$ cat src/rtl/vga_sync_decoder.sv
// rtl/vga_sync_decoder.sv - recovers x/y/de, lock status and a fault count from a VGA hsync/vsync pair
module vga_sync_decoder #(
  parameter int H_TOTAL = 800,
  parameter int V_TOTAL = 525,
  parameter int H_START = 144,
  parameter int V_START = 35,
  parameter int H_VIS   = 640,
  parameter int V_VIS   = 480
) (
  input  logic       clk_25mhz,
  input  logic       rst,
  input  logic       hsync,
  input  logic       vsync,
  output logic [9:0] x,
  output logic [9:0] y,
  output logic       de,
  output logic       locked,
  output logic       frame_start,
  output logic [7:0] err_count
);

  localparam logic [9:0] H_LAST  = 10'(H_TOTAL - 1);
  localparam logic [9:0] V_LAST  = 10'(V_TOTAL - 1);
  localparam logic [9:0] H_FIRST = 10'(H_START);
  localparam logic [9:0] V_FIRST = 10'(V_START);
  localparam logic [9:0] H_END   = 10'(H_START + H_VIS - 1);
  localparam logic [9:0] V_END   = 10'(V_START + V_VIS - 1);
  localparam logic [9:0] CNT_MAX = 10'h3ff;

  typedef enum logic [1:0] {SEARCH, VERIFY, LOCKED} state_t;

  state_t     state;
  logic [1:0] hs_sync;
  logic [1:0] vs_sync;
  logic       hs_hist;
  logic       vs_at_edge;
  logic       bad_flag;
  logic       fs_pend;
  logic [9:0] h_cnt;
  logic [9:0] v_cnt;
  logic [7:0] err_cnt;

  logic hs_s;
  logic vs_s;
  logic hs_edge;
  logic vs_start;
  logic line_bad;
  logic frame_bad;
  logic h_lost;
  logic visible;
  logic fault;

  assign hs_s      = hs_sync[1];
  assign vs_s      = vs_sync[1];
  assign hs_edge   = hs_hist & ~hs_s;
  // vsync must have been high at the previous line start so a multi-line vsync counts once
  assign vs_start  = hs_edge & ~vs_s & vs_at_edge;
  assign line_bad  = hs_edge && (h_cnt != H_LAST);
  assign frame_bad = (v_cnt != V_LAST);
  assign h_lost    = (h_cnt == CNT_MAX);
  assign visible   = (h_cnt >= H_FIRST) && (h_cnt <= H_END) &&
                     (v_cnt >= V_FIRST) && (v_cnt <= V_END);
  assign fault     = line_bad || (vs_start && frame_bad) || h_lost;

  always_ff @(posedge clk_25mhz or posedge rst) begin
    if (rst) begin
      hs_sync <= 2'b11;
      vs_sync <= 2'b11;
      hs_hist <= 1'b1;
    end else begin
      hs_sync <= {hs_sync[0], hsync};
      vs_sync <= {vs_sync[0], vsync};
      hs_hist <= hs_s;
    end
  end

  always_ff @(posedge clk_25mhz or posedge rst) begin
    if (rst) begin
      state      <= SEARCH;
      h_cnt      <= '0;
      v_cnt      <= '0;
      vs_at_edge <= 1'b1;
      bad_flag   <= 1'b0;
      fs_pend    <= 1'b0;
      err_cnt    <= '0;
    end else begin
      fs_pend <= 1'b0;

      if (hs_edge)
        h_cnt <= '0;
      else if (h_cnt != CNT_MAX)
        h_cnt <= h_cnt + 10'd1;

      if (hs_edge) begin
        vs_at_edge <= vs_s;
        if (vs_start)
          v_cnt <= '0;
        else if (v_cnt != CNT_MAX)
          v_cnt <= v_cnt + 10'd1;
      end

      case (state)
        SEARCH: begin
          if (vs_start) begin
            state    <= VERIFY;
            bad_flag <= 1'b0;
          end
        end
        VERIFY: begin
          if (vs_start) begin
            bad_flag <= 1'b0;
            if (!bad_flag && !line_bad && !frame_bad) begin
              state   <= LOCKED;
              fs_pend <= 1'b1;
            end
          end else if (line_bad) begin
            bad_flag <= 1'b1;
          end
        end
        LOCKED: begin
          // one fault event bumps the counter once even when several checks trip together
          if (fault) begin
            state <= SEARCH;
            if (err_cnt != 8'hff)
              err_cnt <= err_cnt + 8'd1;
          end else if (vs_start) begin
            fs_pend <= 1'b1;
          end
        end
        default: state <= SEARCH;
      endcase
    end
  end

  always_ff @(posedge clk_25mhz or posedge rst) begin
    if (rst) begin
      x           <= '0;
      y           <= '0;
      de          <= 1'b0;
      locked      <= 1'b0;
      frame_start <= 1'b0;
      err_count   <= '0;
    end else begin
      de          <= (state == LOCKED) && visible;
      x           <= ((state == LOCKED) && visible) ? (h_cnt - H_FIRST) : 10'd0;
      y           <= ((state == LOCKED) && visible) ? (v_cnt - V_FIRST) : 10'd0;
      locked      <= (state == LOCKED);
      frame_start <= fs_pend;
      err_count   <= err_cnt;
    end
  end

endmodule

$ cat config.mk
export PLATFORM = sky130hd
export DESIGN_NAME = vga_sync_decoder
export DESIGN_NICKNAME = d
export VERILOG_FILES = /design/src/rtl/vga_sync_decoder.sv
export SDC_FILE = /design/constraint.sdc
export NUM_CORES = 1
export LEC_CHECK = 0
export CORE_UTILIZATION = 45
export CTS_CLUSTER_DIAMETER = 200
export DETAILED_ROUTE_END_ITERATION = 12
export GPL_ROUTABILITY_DRIVEN = 0
export GPL_TIMING_DRIVEN = 0
export HOLD_SLACK_MARGIN = 0.08
export PLACE_DENSITY = 0.66
export SLEW_MARGIN = 15
export SYNTH_ARGS = -nofsm -noshare
export SYNTH_HDL_FRONTEND = slang
export SYNTH_SLANG_ARGS = --single-unit
$ cat constraint.sdc
create_clock -name clk_25mhz -period 3.45 [get_ports clk_25mhz]
set_input_delay 1.035 -clock clk_25mhz [delete_from_list [all_inputs] [get_ports clk_25mhz]]
set_output_delay 1.035 -clock clk_25mhz [all_outputs]
set_load 0.05 [all_outputs]
==> results of run 1 <==
==> sequential cells by signal (all words and copies together), names as in the netlist <==
register / count
h_cnt: 10
v_cnt: 10
x: 10
y: 10
err_cnt: 8
err_count: 8
hs_sync: 2
state: 2
vs_sync: 2
bad_flag: 1
de: 1
frame_start: 1
fs_pend: 1
hs_hist: 1
locked: 1
vs_at_edge: 1
==> cells in the mapped netlist (2+ instances only) <==
cell type and n:
dfrtp_1 63, nor4_1 2, o21ai_0 7, nand2b_1 3, xor2_1 9, a21oi_1 16
xnor2_1 14, and3_1 2, or3_1 2, dfstp_2 6, a41oi_1 2, clkbuf_1 2
buf_2 6, nor2_1 42, a211oi_1 4, buf_6 3, a31oi_1 3, nor3_1 11
and4_1 2, ha_1 15, inv_1 17, nor2b_1 2, mux2_2 2, buf_4 2
nand2_1 21, nor3_2 3, nand3_1 11, nand4_1 6
==> logic make-up (layout without fill, tap and decap cells) <==
logic type                 count (synthesis)  after routing  synth area share
AOI/OAI and AO/OA                         45             45            0.1010
xor gates and xnor gates                  23             23           0.06253
adders and majority gates                 15             15           0.05825
buffers and inverters                     31             82           0.04815
DFF                                       69             69            0.5383
muxes                                      3              3           0.01048
and+or+nand+nor                          115            115            0.1814
==> worst max path at each step <==
stage,startpoint,endpoint
after floorplan,rst,bad_flag$_DFFE_PP0P_
after global placement,rst,x[2]$_DFF_PP0_
after detailed placement,v_cnt[0]$_DFFE_PP0P_,y[0]$_DFF_PP0_
after CTS,x[6]$_DFF_PP0_,x[6]
after global routing,x[6]$_DFF_PP0_,x[6]
final,x[6]$_DFF_PP0_,x[6]
==> cells in the final DEF, fill, tap and decap left out, drive strengths merged, types with 3 or more instances in the layout <==
cell | Yosys | final
ha | 15 | 15
a211oi | 4 | 4
and4 | 3 | 3
nor3 | 15 | 15
inv | 17 | 19
dfstp | 6 | 6
a41oi | 3 | 3
mux2 | 3 | 3
clkbuf | 3 | 12
dfrtp | 63 | 63
a21oi | 16 | 16
xor2 | 9 | 9
nand2b | 3 | 3
nand2 | 21 | 21
xnor2 | 14 | 14
clkinv | 0 | 3
o21ai | 7 | 7
nand4 | 6 | 6
clkdlybuf4s50 | 0 | 34
buf | 11 | 12
nor2 | 42 | 42
nand3 | 11 | 11
a31oi | 3 | 3
==> metal layers <==
metal | wire [um] | vias up | share of wire | track usage
met1 | 2856 | 1107 | 0.47 | 0.2492
li1 | - | 1121 | - | -
met4 | 124 | 0 | 0.021 | 0.1045
met2 | 2807 | 61 | 0.47 | 0.2872
met5 | 0 | - | 0 | 0
met3 | 234 | 11 | 0.039 | 0.03905
==> through the flow <==
step           hold slack, ns  std cells  setup slack [ns]  TNS (ns)
2_1_floorplan          0.3312        301            0.6851         0
6_report               0.3587        448            0.9170         0
5_1_grt                0.3659        448            0.8760         0
3_3_place_gp           0.3406        431           -0.4243    -26.60
4_1_cts                0.3586        448            0.9043         0
3_5_place_dp           0.3425        432             1.178         0
==> power groups by stage <==
stage	combinational [uW]	sequential (uW)	clock [uW]
2_1_floorplan	337	1080	0
3_3_place_gp	530	1010	0
3_5_place_dp	546	1020	0
4_1_cts	550	1000	693
5_1_grt	611	1020	730
6_report	547	1000	675
==> layout make-up <==
cell class / instances / area, sq um / area share
timing repair buffer: 35 / 367.9 / 0.09390
tap: 96 / 120.1 / 0.03066
buffer: 14 / 91.34 / 0.02332
clock inverter: 7 / 81.33 / 0.02076
multi-input combinational: 201 / 1333 / 0.3401
sequential: 69 / 1734 / 0.4427
inverter: 17 / 66.31 / 0.01693
clock buffer: 9 / 123.9 / 0.03162
==> summary.md, run 1 <==
| Metric | Value |
|---|---|
| First-pass GRT wire length | roughly 11 mm |
| RSZ-0062 raised after global routing | false |
| Layout Nets | 366 |
| Die Y | between 80 and 90 um |
| Mapped Area | between 3000 and 4000 sq um |
| H-tree lvl count | 3 |
| Post-layout minimum cycle time | between 2 and 3 ns |
| Hold wc startpoint | vs_sync[0]$_DFF_PP1_ |
| Vias | around 2,300 |
| Layout fillers | 613 |
| Routed WL per cell | ~13 um |
| Fmax | 394.8 MHz |
| CTS Hold Bufs | 0 |
| Synthesized Nets | 320 |
| Largest cells by area after synthesis | dfrtp_1 49%, ha_1 5.8%, dfstp_2 4.9% |
| Area delta synth->final | 21.59% |
| CP startpoint kind | register |
| Synth Warn # | 0 |
| Worst-path fanout max | 1 |
| Yosys top cell area share | 0.4893 |
| Top FF cell, synth | dfrtp_1 |
| Hold Path Depth | 0 |
| CP Data Required Time | 2.41 ns |
| Post-CTS Resized | 0 |
| Syn Inst Count | between 300 and 400 |
| Core box area | 6869 sq um |
| Crit share post-route | 0.7342 |
| Overall power | 2222 uW |
| Count of final setup violators | 0 |
| R2R Setup Slk | 1.19 ns |
| Clk_lat worst skew | approximately 0.35 ns |
| Leakage | approximately 0.0018 uW |
| Worst flop-to-flop path endpoint | y[0]$_DFF_PP0_ |
| Cell Rows | 30 |
| Logic pwr share | 0.246 |
| Initial core utilization | 0.4690 |
| Worst Path Buf+Inv | 1 |
| Die Span X | about 87 um |
| CP arrival | 1.50 ns |
| Worst rel slew slack | 0.5315 |
| Max_cap viols | 0 |
| Routed wire length | between 6 and 7 mm |
| CP Class | register to output pin |
| CTS Root Cell | clkbuf_8 |
| Reg2reg path depth | 8 |
| Antenna Nets Post-Route | 0 |
| Switching portion of total power | 0.3380 |
| Net Sw Power | approximately 750 uW |
| Antenna cells | 0 |
| Final Core Density | 0.5703 |
| Clock buffer depth | 2 |
| Drt pass-1 iters | 4 |
| Max Slew Vio Count | 0 |
| Drt drc | 0 |
| TritonCTS clock tree | built |
| Cell Pwr Density | around 570 nW/um^2 |
| Remaining Overflow, GRT | 0 |
| Critical path's top delay family | buffers and inverters |
| Total Die Area | around 7500 sq um |
| Layout cell share with drive strength beyond 1 | 0.1392 |
| Total GRT Usage | 0.1876 |
| Flop pwr share | 0.450 |
| Starting DRT DRC Count | about 120 |
| Syn avg cell area | between 10 and 15 sq um |
| Hold Path End | vs_sync[1]$_DFF_PP1_ |
| Fin area | 3918 sq um |
| # clock sinks | 69 |
| Peak VDD IR | 0.2101 mV |
| Ports | 35 |
| Largest net degree at the start of global routing | 53 |
| Dpl hpwl | between 4 and 5 mm |
| Crit end category | output pin |
| Post-synth top area cell | dfrtp_1 |
| Clock power frac | 0.304 |
| Post-synthesis sequential area ratio | 0.5383 |
| Buffers on Ports | 34 |
| Fraction of registers with async set/reset | 1.000 |
| CP peak stage delay | ~0.80 ns |
| Post-synth EDFFs | 0 |
| Seq cells post-synth | 69 |
| Placed cell areas | around 3700 sq um |
| CP max stage cell | clkdlybuf4s50_1 |
| Vias per inst | 5.134 |
| Clock Skews | between 0.01 and 0.015 ns |
| Pint | roughly 1500 uW |
| Yosys cell types | 51 |
| CP cell instances | clkdlybuf4s50_1 |
| Clock-pin slew on the worst setup and hold paths | approximately 0.080 ns |
| Status | finished, final reports clean |
| Fin. Hold Viols | 0 |
| Min-Delay Path Class | register to register |
| Post-CTS Setup Repair Bufs | 0 |
| Num CTS Buffers | 9 |
| Worst Tran Pin Value | 0.6997 ns |
| Initial antenna violation count | 0 |
| Vias in the first global route | about 2,300 |
| Worst R2R Start | v_cnt[0]$_DFFE_PP0P_ |
| WP depth | 1 |
(Power assumes the default switching activity.)
==> inputs of run 2 (changes only) <==
--- a/config.mk
+++ b/config.mk
@@ -11,7 +11,7 @@
 export GPL_ROUTABILITY_DRIVEN = 0
 export GPL_TIMING_DRIVEN = 0
 export HOLD_SLACK_MARGIN = 0.08
-export PLACE_DENSITY = 0.66
+export PLACE_DENSITY = 0.68
 export SLEW_MARGIN = 15
 export SYNTH_ARGS = -nofsm -noshare
 export SYNTH_HDL_FRONTEND = slang
==> constraint.sdc (replaced) <==
create_clock -name clk_25mhz -period 2.2 [get_ports clk_25mhz]
set_input_delay 0.66 -clock clk_25mhz [delete_from_list [all_inputs] [get_ports clk_25mhz]]
set_output_delay 0.66 -clock clk_25mhz [all_outputs]
set_load 0.05 [all_outputs]
==> run 2 against run 1 <==
Net effect:
- non-clock buffer count grew 5
- clock-buffer cell count is the same
- sequential share of layout area is 1.3 points lower
- final area is 3.1% higher
- critical endpoint unchanged
==> summary.md, run 2 (synthesis results as in run 1) <==
| Metric | Value |
|---|---|
| Num CTS Buffers | 9 (unchanged) |
| Vias per inst | 5.080 (-1.1%) |
| CTS Root Cell | clkbuf_8 |
| Commonest cells after routing, fill and taps aside | 61 x dfrtp_1, 42 x nor2_1, 34 x clkdlybuf4s50_1, 21 x nand2_1 |
| Vias | 2,296 (-0.17%) |
| Flop pwr share | 0.429 (-0.021) |
| Total GRT Usage | 0.1884 (+0.0008237) |
| Total Die Area | 7502 sq um (unchanged) |
| CP peak stage delay | 0.80 ns (about the same) |
| Initial core utilization | 0.4690 (unchanged) |
| Routed wire length | 6.147 mm (+2.0%) |
| Worst Tran Pin Value | 0.7104 ns (+0.01070 ns) |
| CP max stage cell | clkdlybuf4s50_1 |
| Antenna Nets Post-Route | 0 (unchanged) |
| Area delta synth->final | 25.32% |
| CP cell instances | clkdlybuf4s50_1 |
| Dpl hpwl | 4.272 mm (+2.4%) |
| Routed WL per cell | 13.60 um (+1.1%) |
| Fmax | between 400 and 500 MHz |
| Clock power frac | 0.332 (+0.028) |
| Worst R2R Start | v_cnt[8]$_DFFE_PP0P_ |
| Initial antenna violation count | 0 (unchanged) |
| Starting DRT DRC Count | 98 (-16%) |
| Logic pwr share | 0.239 (-0.007) |
| Clock-pin slew on the worst setup and hold paths | 0.08 ns (about the same) |
| Cell Count, Final, Fillers Out | 452 (+0.89%) |
| H-tree lvl count | 3 (unchanged) |
| Switching portion of total power | 0.3105 (-0.02752) |
| Hold Path End | vs_sync[1]$_DFF_PP1_ |
| # clock sinks | 69 (unchanged) |
| Buffers on Ports | 34 (unchanged) |
| CP startpoint kind | register |
| Die Y | 86.62 um (unchanged) |
| Hold Path Depth | 0 (unchanged) |
| Post-layout minimum cycle time | around 2.2 ns |
| Cell Pwr Density | 907.0 nW/um^2 (+60%) |
| Count of final setup violators | 0 (unchanged) |
| Antenna cells | 0 (unchanged) |
| Placed cell areas | 3734 sq um (+0.57%) |
| Worst rel slew slack | 0.5243 (-0.007164) |
| Crit share post-route | 0.9813 |
| Fin area | 4038 sq um (+3.1%) |
| RSZ-0062 raised after global routing | false |
| Inst Count DP | 433 (+0.23%) |
| Drt drc | 0 (unchanged) |
| WP depth | 1 (unchanged) |
| CP arrival | 1.50 ns (about the same) |
| Ports | 35 (unchanged) |
| Critical path's top delay family | buffers and inverters |
| Min-Delay Path Class | register to register |
| Final Core Density | 0.5878 (+0.01749) |
| Worst flop-to-flop path endpoint | err_cnt[1]$_DFFE_PP0P_ |
| Leakage | 0.001827 uW (+2.5%) |
| Status | finished, final reports clean |
| Remaining Overflow, GRT | 0 (unchanged) |
| Hold wc startpoint | vs_sync[0]$_DFF_PP1_ |
| TritonCTS clock tree | built |
| First-pass GRT wire length | 10.68 mm (-1.0%) |
| Core box area | 6869 sq um (unchanged) |
| CP Class | register to output pin |
| Layout cell share with drive strength beyond 1 | 0.1573 (+0.01810) |
| Clock buffer depth | 2 (unchanged) |
| Crit end category | output pin |
| Pint | 2525 uW (+72%) |
| Layout Nets | 371 (+1.4%) |
| Layout fillers | 581 (-5.2%) |
| Worst-path fanout max | 1 (unchanged) |
| Clock Skews | 0.008768 ns (-0.003477 ns) |
| Max Slew Vio Count | 0 (unchanged) |
| Largest net degree at the start of global routing | 27 (-49%) |
| Fin. Hold Viols | 0 (unchanged) |
| Post-route setup slack | 0.04108 ns (-0.8759 ns) |
| Peak VDD IR | 0.4437 mV (+110%) |
| Worst Path Buf+Inv | 1 (unchanged) |
| Die Span X | 86.62 um (unchanged) |
| Reg2reg path depth | 5 (-3) |
| Drt pass-1 iters | 4 (unchanged) |
| CP Data Required Time | 1.54 ns (-0.87 ns) |
| R2R Setup Slk | 0.14 ns (-1.05 ns) |
| Vias in the first global route | 2,220 (-1.9%) |
| Clk_lat worst skew | 0.35 ns (about the same) |
| Max_cap viols | 0 (unchanged) |
| Cell Rows | 30 (unchanged) |
| Most common cell after layout, fill and taps aside | dfrtp_1 |
| Worst slack, placed | -0.07453 ns (-1.253 ns) |
| Net Sw Power | 1137 uW (+51%) |
-- run 2: cell types whose count changed in the layout (fill, tap and decap cells not counted), moves of 2 or more --
| cell | before | now |
|---|---|---|
| buf_2 | 6 | 4 |
| buf_4 | 2 | 7 |
| buf_6 | 3 | 5 |
| bufinv_16 | 1 | 3 |
| clkinv_4 | 3 | 0 |
| clkinvlp_4 | 1 | 4 |
| dfrtp_1 | 63 | 61 |
| dfrtp_2 | 0 | 2 |
| inv_6 | 2 | 0 |
-- run 2: repair_timing --
| action | CTS | global route |
|---|---|---|
| setup endpoints to repair | 20 | 25 |
| setup buffers | 1 | 4 |
| resized for setup | 2 | 8 |
| hold buffers | 0 | 0 |
| pin swaps | 1 | 2 |
-- run 2: area by class of cell --
class | count | area [sq um] | share of cell area
multi-input combinational | 201 | 1353 | 0.3350
inverter | 17 | 67.56 | 0.01673
clock buffer | 9 | 123.9 | 0.03068
clock inverter | 6 | 112.6 | 0.02789
tap | 96 | 120.1 | 0.02975
buffer | 13 | 98.84 | 0.02448
sequential | 69 | 1737 | 0.4301
timing repair buffer | 41 | 425.4 | 0.1054
-- run 2: worst max-delay path by stage --
stage,from,to,slack [ns]
detailed placement,v_cnt[0]$_DFFE_PP0P_,y[7]$_DFF_PP0_,-0.07
global route,x[6]$_DFF_PP0_,x[6],0.0002
finish,x[6]$_DFF_PP0_,x[6],0.04
global placement,v_cnt[0]$_DFFE_PP0P_,y[7]$_DFF_PP0_,-0.05
CTS,v_cnt[0]$_DFFE_PP0P_,x[9]$_DFF_PP0_,0.01
floorplan,v_cnt[0]$_DFFE_PP0P_,y[5]$_DFF_PP0_,0.33
-- run 2: per-layer routing --
| metal | up-vias | wire [um] | global-route usage |
|---|---|---|---|
| li1 | 1135 | - | - |
| met1 | 1085 | 2831 | 0.2480 |
| met2 | 60 | 2889 | 0.2850 |
| met3 | 16 | 258 | 0.04381 |
| met4 | 0 | 167 | 0.1106 |
| met5 | - | 0 | 0 |
-- run 2: power by group through the flow --
stage,Clock (uW),Combinational [uW],Sequential [uW]
2_1_floorplan,0,528,1690
3_3_place_gp,0,827,1580
3_5_place_dp,0,863,1590
4_1_cts,1250,877,1570
5_1_grt,1310,978,1600
6_report,1220,874,1570
-- run 2: metrics by stage --
step	TNS (ns)	power [uW]	hold slack, ns
2_1_floorplan	0	2214	0.3312
3_3_place_gp	-2.687	2410	0.3458
3_5_place_dp	-1.028	2456	0.3468
4_1_cts	0	3692	0.3610
5_1_grt	0	3883	0.3643
6_report	0	3662	0.3590
==> inputs of run 3 (changes only) <==
--- a/config.mk
+++ b/config.mk
@@ -11,7 +11,7 @@
 export GPL_ROUTABILITY_DRIVEN = 0
 export GPL_TIMING_DRIVEN = 0
 export HOLD_SLACK_MARGIN = 0.08
-export PLACE_DENSITY = 0.68
+export PLACE_DENSITY = 0.77
 export SLEW_MARGIN = 15
 export SYNTH_ARGS = -nofsm -noshare
 export SYNTH_HDL_FRONTEND = slang
==> run 3 against run 2 <==
Net effect:
- first-iteration DRC count rose by 120%
- power is 2.7% lower
- final area down 0.84%
- largest power group unchanged
==> summary.md, run 3 (synthesis results as in run 1) <==
| Metric | Value |
|---|---|
| Status | finished, final reports clean |
| Num CTS Buffers | 9 (unchanged) |
| Drt pass-1 iters | 4 (unchanged) |
| Cell Pwr Density | 889.6 nW/um^2 (-1.9%) |
| Vias in the first global route | 2,228 (+0.36%) |
| Routed wire length | 6.034 mm (-1.8%) |
| H-tree lvl count | 3 (unchanged) |
| Layout cell share with drive strength beyond 1 | 0.1545 (-0.002809) |
| Flop pwr share | 0.442 (+0.013) |
| CTS Root Cell | clkbuf_8 |
| Logic pwr share | 0.247 (+0.008) |
| Final Core Density | 0.5829 (-0.004918) |
| Layout Nets | 370 (-0.27%) |
| Setup TNS | 0 ns (unchanged) |
| Dpl hpwl | 4.037 mm (-5.5%) |
| Buffers on Ports | 34 (unchanged) |
| CP Data Required Time | 1.54 ns (about the same) |
| Worst slack, placed | -0.03177 ns (+0.04275 ns) |
| Die Span X | 86.62 um (unchanged) |
| Peak VDD IR | 0.3693 mV (-17%) |
| Core box area | 6869 sq um (unchanged) |
| Ports | 35 (unchanged) |
| Met3 usage | 0.03714 (-0.006667) |
| Worst Tran Pin Value | 0.6744 ns (-0.03601 ns) |
| Worst rel slew slack | 0.5484 (+0.02411) |
| Drt drc | 0 (unchanged) |
| Area delta synth->final | 24.27% |
| Vias | 2,333 (+1.6%) |
| Fin. Hold Viols | 0 (unchanged) |
| Max Slew Vio Count | 0 (unchanged) |
| Top Usage Layer GRT | met2 |
| Total Die Area | 7502 sq um (unchanged) |
| Starting DRT DRC Count | 211 (+120%) |
| Clock Skews | 0.009239 ns (+0.0004711 ns) |
| Post-layout minimum cycle time | 2.143 ns (-0.01615 ns) |
| CP Class | register to output pin |
| CP cell instances | clkdlybuf4s50_1 |
| Net Sw Power | 1147 uW (+0.85%) |
| Fmax | 466.7 MHz (+0.75%) |
| RSZ-0062 raised after global routing | false |
| Overall power | 3562 uW (-2.7%) |
| Most common cell after layout, fill and taps aside | dfrtp_1 |
| CP startpoint kind | register |
| Max_cap viols | 0 (unchanged) |
| Total GRT Usage | 0.1828 (-0.005578) |
| Clock-pin slew on the worst setup and hold paths | 0.07 ns (about the same) |
| Placed cell areas | 3734 sq um (unchanged) |
| Switching portion of total power | 0.3219 (+0.01148) |
| CP peak stage delay | 0.79 ns (about the same) |
| # clock sinks | 69 (unchanged) |
| Die Y | 86.62 um (unchanged) |
| Layout fillers | 566 (-2.6%) |
| Clock power frac | 0.311 (-0.021) |
| Clock buffer depth | 2 (unchanged) |
| Leakage | 0.001847 uW (+1.1%) |
| Commonest cells after routing, fill and taps aside | 61 x dfrtp_1, 41 x nor2_1, 32 x clkdlybuf4s50_1, 21 x nand2_1 |
| TritonCTS clock tree | built |
| Vias per inst | 5.162 (+1.6%) |
| Worst Path Buf+Inv | 1 (unchanged) |
| Crit end category | output pin |
| Pint | 2415 uW (-4.4%) |
| Initial core utilization | 0.4690 (unchanged) |
| First-pass GRT wire length | 10.39 mm (-2.7%) |
| Met1 Use GR | 0.2239 (-0.02404) |
| Post-route setup slack | 0.05723 ns (+0.01615 ns) |
| Cell Rows | 30 (unchanged) |
| Antenna cells | 0 (unchanged) |
| Worst-path fanout max | 1 (unchanged) |
| CP max stage cell | clkdlybuf4s50_1 |
| Antenna Nets Post-Route | 0 (unchanged) |
| Min-Delay Path Class | register to register |
| Routed WL per cell | 13.35 um (-1.8%) |
| Largest net degree at the start of global routing | 32 (+19%) |
| Count of final setup violators | 0 (unchanged) |
| Critical path's top delay family | buffers and inverters |
| Initial antenna violation count | 0 (unchanged) |
| Fin area | 4004 sq um (-0.84%) |
| Clk_lat worst skew | 0.35 ns (about the same) |
| Remaining Overflow, GRT | 0 (unchanged) |
| Met2 global-route usage | 0.2965 (+0.01154) |
| Crit share post-route | 0.9740 (-0.007340) |
| CP arrival | 1.48 ns (-0.02 ns) |
==> run 3: repair_timing <==
action | CTS | global route
pin swaps | 0 | 2
cloned | 0 | 0
setup buffers | 0 | 3
resized for setup | 1 | 8
hold buffers | 0 | 0
setup endpoints to repair | 20 | 26
==> run 3: power by group through the flow <==
stage | registers (uW) | logic [uW] | clock network [uW]
2_1_floorplan | 1690 | 528 | 0
3_3_place_gp | 1580 | 825 | 0
3_5_place_dp | 1590 | 856 | 0
4_1_cts | 1570 | 875 | 1130
5_1_grt | 1600 | 982 | 1180
6_report | 1570 | 880 | 1110
==> run 3: cell type report <==
class / instances / area [sq um] / area share
Inverter: 17 / 67.56 / 0.01688
Sequential cell: 69 / 1737 / 0.4338
Clock buffer: 10 / 127.6 / 0.03187
Clock inverter: 6 / 87.58 / 0.02188
Tap cell: 96 / 120.1 / 0.03000
Timing Repair Buffer: 39 / 415.4 / 0.1037
Buffer: 14 / 96.34 / 0.02406
Multi-Input combinational cell: 201 / 1353 / 0.3378
==> run 3: through the flow <==
step | cells | hold WS, ns
finish | 452 | 0.3540
global route | 452 | 0.3589
CTS | 449 | 0.3569
detailed placement | 433 | 0.3451
global placement | 431 | 0.3458
floorplan | 301 | 0.3312
==> run 3: path summary, 6_finish.rpt <==
check | start | endpoint | slack, ns | cells after the start
worst max-delay path | x[2]$_DFF_PP0_ | x[2] | 0.06 | 1
worst min-delay path | fs_pend$_DFF_PP0_ | frame_start$_DFF_PP0_ | 0.35 | 0
worst max register to register | v_cnt[0]$_DFFE_PP0P_ | y[2]$_DFF_PP0_ | 0.09 | 8
worst min register to register | fs_pend$_DFF_PP0_ | frame_start$_DFF_PP0_ | 0.35 | 0
max in group asynchronous | rst | vs_at_edge$_DFFE_PP1N_ | 0.97 | 3
min in group asynchronous | rst | h_cnt[7]$_DFFE_PP0P_ | 0.69 | 2
==> run 3: layer usage <==
metal | vias up | share of wire
met3 | 10 | 0.045
met5 | - | 0
met4 | 0 | 0.020
met2 | 70 | 0.51
met1 | 1120 | 0.43
li1 | 1133 | -
